[src/rtl/reorder_buffer_pkg.sv]
// Shared types and helpers for the in-order completion buffer.
package reorder_buffer_pkg;

    typedef enum logic {
        ST_INIT = 1'b0,
        ST_RUN  = 1'b1
    } rob_state_t;

    function automatic int clog2(input int value);
        int r;
        r = 0;
        while ((1 << r) < value) r++;
        return r;
    endfunction

endpackage

[src/rtl/reorder_buffer_ram.sv]
// Payload store: one write port, one registered read port; read register holds when rd_en=0.
module reorder_buffer_ram #(
    parameter int WIDTH = 64,
    parameter int DEPTH = 64,
    parameter int AW    = 6
) (
    input  logic             clk,
    input  logic             rst_n,
    input  logic             wr_en,
    input  logic [AW-1:0]    wr_addr,
    input  logic [WIDTH-1:0] wr_data,
    input  logic             rd_en,
    input  logic [AW-1:0]    rd_addr,
    output logic [WIDTH-1:0] rd_data
);

    logic [WIDTH-1:0] mem [DEPTH];

    always_ff @(posedge clk) begin
        if (wr_en) mem[wr_addr] <= wr_data;
    end

    // The read register doubles as the released-data output register.
    always_ff @(posedge clk) begin
        if (!rst_n)     rd_data <= '0;
        else if (rd_en) rd_data <= mem[rd_addr];
    end

endmodule

[src/rtl/reorder_buffer.sv]
// Hands out sequential tags, takes completions in any order, releases in tag order (wb->out 2 cycles, stalls on out_ready).
// REORDER_BUFFER_CHECK_EN enables writeback/allocation protocol checking with a sticky err.
module reorder_buffer
    import reorder_buffer_pkg::*;
#(
    parameter int WIDTH     = 64,
    parameter int DEPTH     = 64,
    parameter int TAG_WIDTH = clog2(DEPTH)
) (
    input  logic                 clk,
    input  logic                 rst_n,
    input  logic                 alloc_en,
    output logic                 alloc_ready,
    output logic [TAG_WIDTH:0]   alloc_tag,
    input  logic                 wb_en,
    input  logic [TAG_WIDTH:0]   wb_tag,
    input  logic [WIDTH-1:0]     wb_data,
    output logic                 out_valid,
    input  logic                 out_ready,
    output logic [WIDTH-1:0]     out_data,
    output logic [TAG_WIDTH:0]   out_tag,
    output logic [TAG_WIDTH:0]   count,
    output logic                 err
);

    typedef struct packed {
        logic                 phase;
        logic [TAG_WIDTH-1:0] slot;
    } tag_t;

    localparam logic [TAG_WIDTH:0]   FULL_CNT  = (TAG_WIDTH+1)'(DEPTH);
    localparam logic [TAG_WIDTH-1:0] LAST_SLOT = TAG_WIDTH'(DEPTH - 1);

    rob_state_t           state, state_nxt;
    logic [TAG_WIDTH-1:0] sweep_idx;
    logic [TAG_WIDTH:0]   head, tail, count_q;
    logic [DEPTH-1:0]     phase_q;
    tag_t                 head_t, wb_t;
    logic                 run, alloc_fire, out_fire, head_done, load;
    logic                 wb_bad, alloc_bad, wb_ok;

    assign head_t = head;
    assign wb_t   = wb_tag;
    assign run    = (state == ST_RUN);

    always_comb begin
        state_nxt = state;
        case (state)
            ST_INIT: if (sweep_idx == LAST_SLOT) state_nxt = ST_RUN;
            default: state_nxt = state;
        endcase
    end

    assign alloc_ready = run && (count_q < FULL_CNT);
    assign alloc_fire  = alloc_en && alloc_ready;
    assign out_fire    = out_valid && out_ready;
    // A slot is complete once its stored phase matches the phase of the lap head is on.
    assign head_done   = (phase_q[head_t.slot] == head_t.phase);
    assign load        = run && head_done && (head != tail) && (!out_valid || out_ready);

    always_comb begin
        wb_bad    = 1'b0;
        alloc_bad = 1'b0;
`ifdef REORDER_BUFFER_CHECK_EN
        wb_bad    = ((wb_tag - head) >= (tail - head)) ||
                    (phase_q[wb_t.slot] == wb_t.phase);
        alloc_bad = alloc_en && !alloc_ready;
`endif
    end

    assign wb_ok = wb_en && run && !wb_bad;

    always_ff @(posedge clk) begin
        if (state == ST_INIT) phase_q[sweep_idx] <= 1'b1;
        else if (wb_ok)       phase_q[wb_t.slot] <= wb_t.phase;
    end

    always_ff @(posedge clk) begin
        if (!rst_n) begin
            state     <= ST_INIT;
            sweep_idx <= '0;
            head      <= '0;
            tail      <= '0;
            count_q   <= '0;
            out_valid <= 1'b0;
            out_tag   <= '0;
        end else begin
            state <= state_nxt;
            if (state == ST_INIT) sweep_idx <= sweep_idx + 1'b1;
            if (alloc_fire)       tail      <= tail + 1'b1;
            if (load)             head      <= head + 1'b1;
            if (alloc_fire && !out_fire)      count_q <= count_q + 1'b1;
            else if (!alloc_fire && out_fire) count_q <= count_q - 1'b1;
            if (load) begin
                out_valid <= 1'b1;
                out_tag   <= head;
            end else if (out_fire) begin
                out_valid <= 1'b0;
            end
        end
    end

`ifdef REORDER_BUFFER_CHECK_EN
    always_ff @(posedge clk) begin
        if (!rst_n)                                err <= 1'b0;
        else if ((wb_en && run && wb_bad) || alloc_bad) err <= 1'b1;
    end
`else
    assign err = 1'b0;
`endif

    assign alloc_tag = tail;
    assign count     = count_q;

    reorder_buffer_ram #(
        .WIDTH (WIDTH),
        .DEPTH (DEPTH),
        .AW    (TAG_WIDTH)
    ) u_ram (
        .clk     (clk),
        .rst_n   (rst_n),
        .wr_en   (wb_ok),
        .wr_addr (wb_t.slot),
        .wr_data (wb_data),
        .rd_en   (load),
        .rd_addr (head_t.slot),
        .rd_data (out_data)
    );

endmodule
[config.mk]
export PLATFORM = sky130hd
export DESIGN_NAME = reorder_buffer
export DESIGN_NICKNAME = d
export VERILOG_FILES = /design/src/rtl/reorder_buffer_pkg.sv /design/src/rtl/reorder_buffer_ram.sv /design/src/rtl/reorder_buffer.sv
export SDC_FILE = /design/constraint.sdc
export NUM_CORES = 2
export LEC_CHECK = 0
export CAP_MARGIN = 20
export CORE_UTILIZATION = 41
export DETAILED_ROUTE_END_ITERATION = 10
export HOLD_SLACK_MARGIN = 0.02
export MAX_ROUTING_LAYER = met4
export PLACE_DENSITY_LB_ADDON = 0.2
export SLEW_MARGIN = 40
export SYNTH_ARGS = -nofsm -noshare
export SYNTH_HDL_FRONTEND = slang
export SYNTH_SLANG_ARGS = --single-unit
[constraint.sdc]
create_clock -name clk -period 7.85 [get_ports clk]
set_clock_uncertainty 0.1 [all_clocks]
set_input_delay 1.57 -clock clk [delete_from_list [all_inputs] [get_ports clk]]
set_output_delay 1.57 -clock clk [all_outputs]
set_load 0.02 [all_outputs]
==> results list <==
* Initial DRC Count: 11.01k
- Once detail routing completed, the nets flagged for antenna violations numbered 0.
- The worst setup path is captured at an output port.
* Status: finished clean
* Clock insertion delay at the later pin of the skew report: 990 ps
* Top-level port count: 164
- Post-synth EDFFs: 4,160
- Summed over all cells, the static leakage comes to 56.34 nW.
- Busiest grt layer: met2
- CTS resizes: 0
- Maximum buffer depth of the clock tree: 4
- Number of failing hold endpoints at the final stage: 0
* Wire length per cell: 34.77 um
- Worst setup margin: 2917 ps
* Gr usage total: 0.2368
- For the pin with the worst max-slew slack, the measured transition is 937.6 ps.
* Number of standard-cell rows in the floorplan: 230
- In the synthesized netlist the async set-or-reset flop fraction comes to 0.
- Met3 Usage GRT: 0.04491
- The mapped netlist covers 161,800 um2.
- Register bit count reported by yosys: 4,260
- Detailed placement finished with a half-perimeter wire length of 265,700 um.
- Internal power summed over all cells: 0.03675 W
- Summed over all layers, the routed wires come to 462,200 um.
* Crit share post-route: 0.6284
- In the global route stage, met1 resource usage came out at 0.3374.
- Number of H-tree levels: 5
- Buffers inserted to repair hold after CTS numbered 0.
- Yosys printed 0 warnings.
* Achievable clock frequency: 0.2027 GHz
- In this run the vertical extent of the chip is 630.2 um.
- Number of max-cap violations: 0
* Worst hold path class: reg2reg
* Vias in the first global route: 80.96k
* Starting utilization of the core area: 0.4122
- Required time at the worst-slack endpoint: 6180 ps
- For this run the aggregate overflow at the end of global routing stands at 0.
- The first global-routing pass estimated 644,400 um of wire.
- After technology mapping, the gate count stands at 7,199.
* Power spent charging and discharging nets: 0.009289 W
- RePlAce Congestion: 0.8319
- Sequential element share of the synthesized area: 0.7843
- Switching fraction of total power: 0.2018
- The floorplan step defined a core boundary enclosing 392,500 um2.
* Initial DRT Pass Iterations: 7
- Post-synthesis cell type count: 61
- DIE AREA: 397,200 um2
- Clock slew seen by the registers of the worst setup and hold paths: 60 ps
* Global Route met2 Usage: 0.3591
- In this run the post-CTS setup repair buffer count came out at 0.
* TritonCTS clock tree: yes
- Number of CTS-inserted buffers: 435
- Setup TNS: 0 ps
- DRC: 0
* Largest fanout on the critical path: 71
- The floorplan step set the die width to 630.2 um.
* Layout filler cell count: 31.89k
* Share of power burned in the clock network: 0.443
- Of the total power, combinational logic draws 0.013.
- Clock root cell: clkbuf_16
* Synth area leaders: edfxtp_1 (77%), mux4_2 (14%), dfxtp_1 (1.2%)
- Number of I/O port buffers: 162
- Sort of element at the start of the critical path: register
* Critical Path AT: 3260 ps
- Final worst path period need: 4933 ps
- Area share of the largest cell type after synthesis: 0.7720
- Number of antenna violations at the first check in global routing: 32
- Pre-CTS setup slack: 2285 ps
- Area growth, synth to finish: 15.17%
- The worst-case IR drop observed on VDD is 201.1 uV.
- Dividing the detail-routed via count by the number of cells gives 6.085.
- Worst slew margin: 0.3749
- The number of pins exceeding their max-slew limit in the final report was 0.
- Total number of vias: 80.90k
- The share of total power dissipated in sequential elements is 0.544.
* Net count of the finished layout: 7,768
* Path type of the worst setup path: reg2out
- Clock tree synthesis found a total of 4,260 sinks.
- Among all flip-flop cells after synthesis, the most frequent one is edfxtp_1.
- Pin count of the biggest net entering global routing: 101
- Number of nets in the synthesized netlist: 7,285
- Dividing total power by cell area gives a power density of 247.0 nW/um2.
- Layout cells sized above 1: 0.2707
- The largest total area in the synthesized netlist belongs to edfxtp_1.
- Setup repair after global routing left no endpoint under its margin.
- Final setup vio count: 0
* Mapped Avg Cell Area: 22.48 um2
==> cells by family (layout without fill, tap and decap cells) <==
| kind of cell | after synthesis | in the layout | share of synthesized area |
|---|---|---|---|
| flip-flops | 4260 | 4260 | 0.7843 |
| multiplexers | 1063 | 1063 | 0.1462 |
| AO/OA/AOI/OAI | 1059 | 1059 | 0.04526 |
| buffers and inverters | 493 | 1352 | 0.01280 |
| AND/OR/NAND/NOR | 290 | 290 | 0.009279 |
| XOR/XNOR | 23 | 23 | 0.001245 |
| adder cells (fa/ha/maj) | 10 | 10 | 0.0008196 |
| other | 1 | 18 | 0.00002317 |
==> per-layer routing <==
metal  vias to the layer above  part of all wire  wire length [um]
li1                      32160                 -                 -
met1                     44450              0.42            195900
met2                      3770              0.47            216800
met3                       521             0.088             40640
met4                         0             0.019              8914
met5                         -                 0                 0
==> power by group through the flow <==
| stage | Combinational, W | Sequential (W) | Clock, W |
|---|---|---|---|
| 3_5_place_dp | 0.000599 | 0.0255 | 0 |
| 2_1_floorplan | 0.000114 | 0.0255 | 0 |
| 4_1_cts | 0.000599 | 0.0250 | 0.0207 |
| 6_report | 0.000605 | 0.0250 | 0.0204 |
| 3_3_place_gp | 0.000561 | 0.0255 | 0 |
| 5_1_grt | 0.000647 | 0.0250 | 0.0216 |
==> critical path: stages (launching register included) <==
cell             delay (ps)
dfxtp_4                 760
buf_4                   620
nor2b_1                 240
clkdlybuf4s50_1         620
==> cell type report <==
cell class,instances,area [um2],share of cell area
antenna,17,42.54,0.0002283
clock buffer,548,11460,0.06151
clock inverter,265,2552,0.01370
inverter,18,67.56,0.0003625
multi-input combinational,2446,33510,0.1798
sequential,4260,126900,0.6811
tap,5220,6531,0.03505
timing repair buffer,521,5261,0.02823
==> state kept, by name, summed over array words and instances (netlist names) <==
register / cells
out_tag: 7
out_valid: 1
run: 1
u_ram.rd_data: 64
count: 7
head: 7
phase_q: 64
sweep_idx: 6
u_ram.mem: 4096
alloc_tag: 7
==> cell usage after synthesis, drive strengths merged (7+ instances only) <==
master	n
ha	9
a22oi	258
o31ai	64
nor3b	9
clkbuf	266
nor2	101
a221oi	128
mux2i	21
buf	209
a21oi	197
nand4	67
nand3	14
dfxtp	100
a22o	128
nand2	39
o22ai	120
inv	17
xnor2	16
xor2	7
nand2b	20
mux4	1039
o221ai	9
o21ai	134
edfxtp	4160
==> final timing paths <==
path | startpoint | end | slack [ps] | depth (start not counted)
max | run | alloc_ready | 2920 | 3
max reg2reg | run | u_ram.mem[6][57] | 3290 | 6
min | u_ram.rd_data[0] | u_ram.rd_data[0] | 370 | 2
min reg2reg | u_ram.rd_data[0] | u_ram.rd_data[0] | 370 | 2
==> layout by cell type, fill, tap and decap left out, types with 33 or more instances in the layout <==
| cell type | count |
|---|---|
| a21oi_1 | 196 |
| a221oi_1 | 122 |
| a22o_1 | 128 |
| a22oi_1 | 258 |
| buf_12 | 68 |
| buf_2 | 69 |
| buf_4 | 249 |
| bufinv_16 | 39 |
| clkbuf_1 | 101 |
| clkbuf_16 | 438 |
| clkdlybuf4s50_1 | 97 |
| clkinv_1 | 100 |
| clkinv_2 | 92 |
| dfxtp_1 | 97 |
| edfxtp_1 | 4160 |
| mux4_2 | 1034 |
| nand2_1 | 37 |
| nand4_1 | 67 |
| nor2_1 | 33 |
| nor2_4 | 68 |
| o21ai_0 | 110 |
| o22ai_1 | 120 |
| o31ai_1 | 57 |
==> stage by stage <==
| stage | total power [W] | util | cells | cell area [um2] | hold WS, ps |
|---|---|---|---|---|---|
| after global routing | 0.04723 | 0.4747 | 13290 | 186300 | 399.8 |
| after CTS | 0.04634 | 0.4742 | 13270 | 186100 | 374.4 |
| after global placement | 0.02607 | 0.4365 | 12420 | 171300 | 373.7 |
| after floorplan | 0.02561 | - | 7199 | 161800 | 428.4 |
| after detailed placement | 0.02611 | 0.4385 | 12460 | 172100 | 366.1 |
| final | 0.04603 | 0.4748 | 13300 | 186400 | 366.4 |
Note: power is estimated with default switching activity, not from simulation.
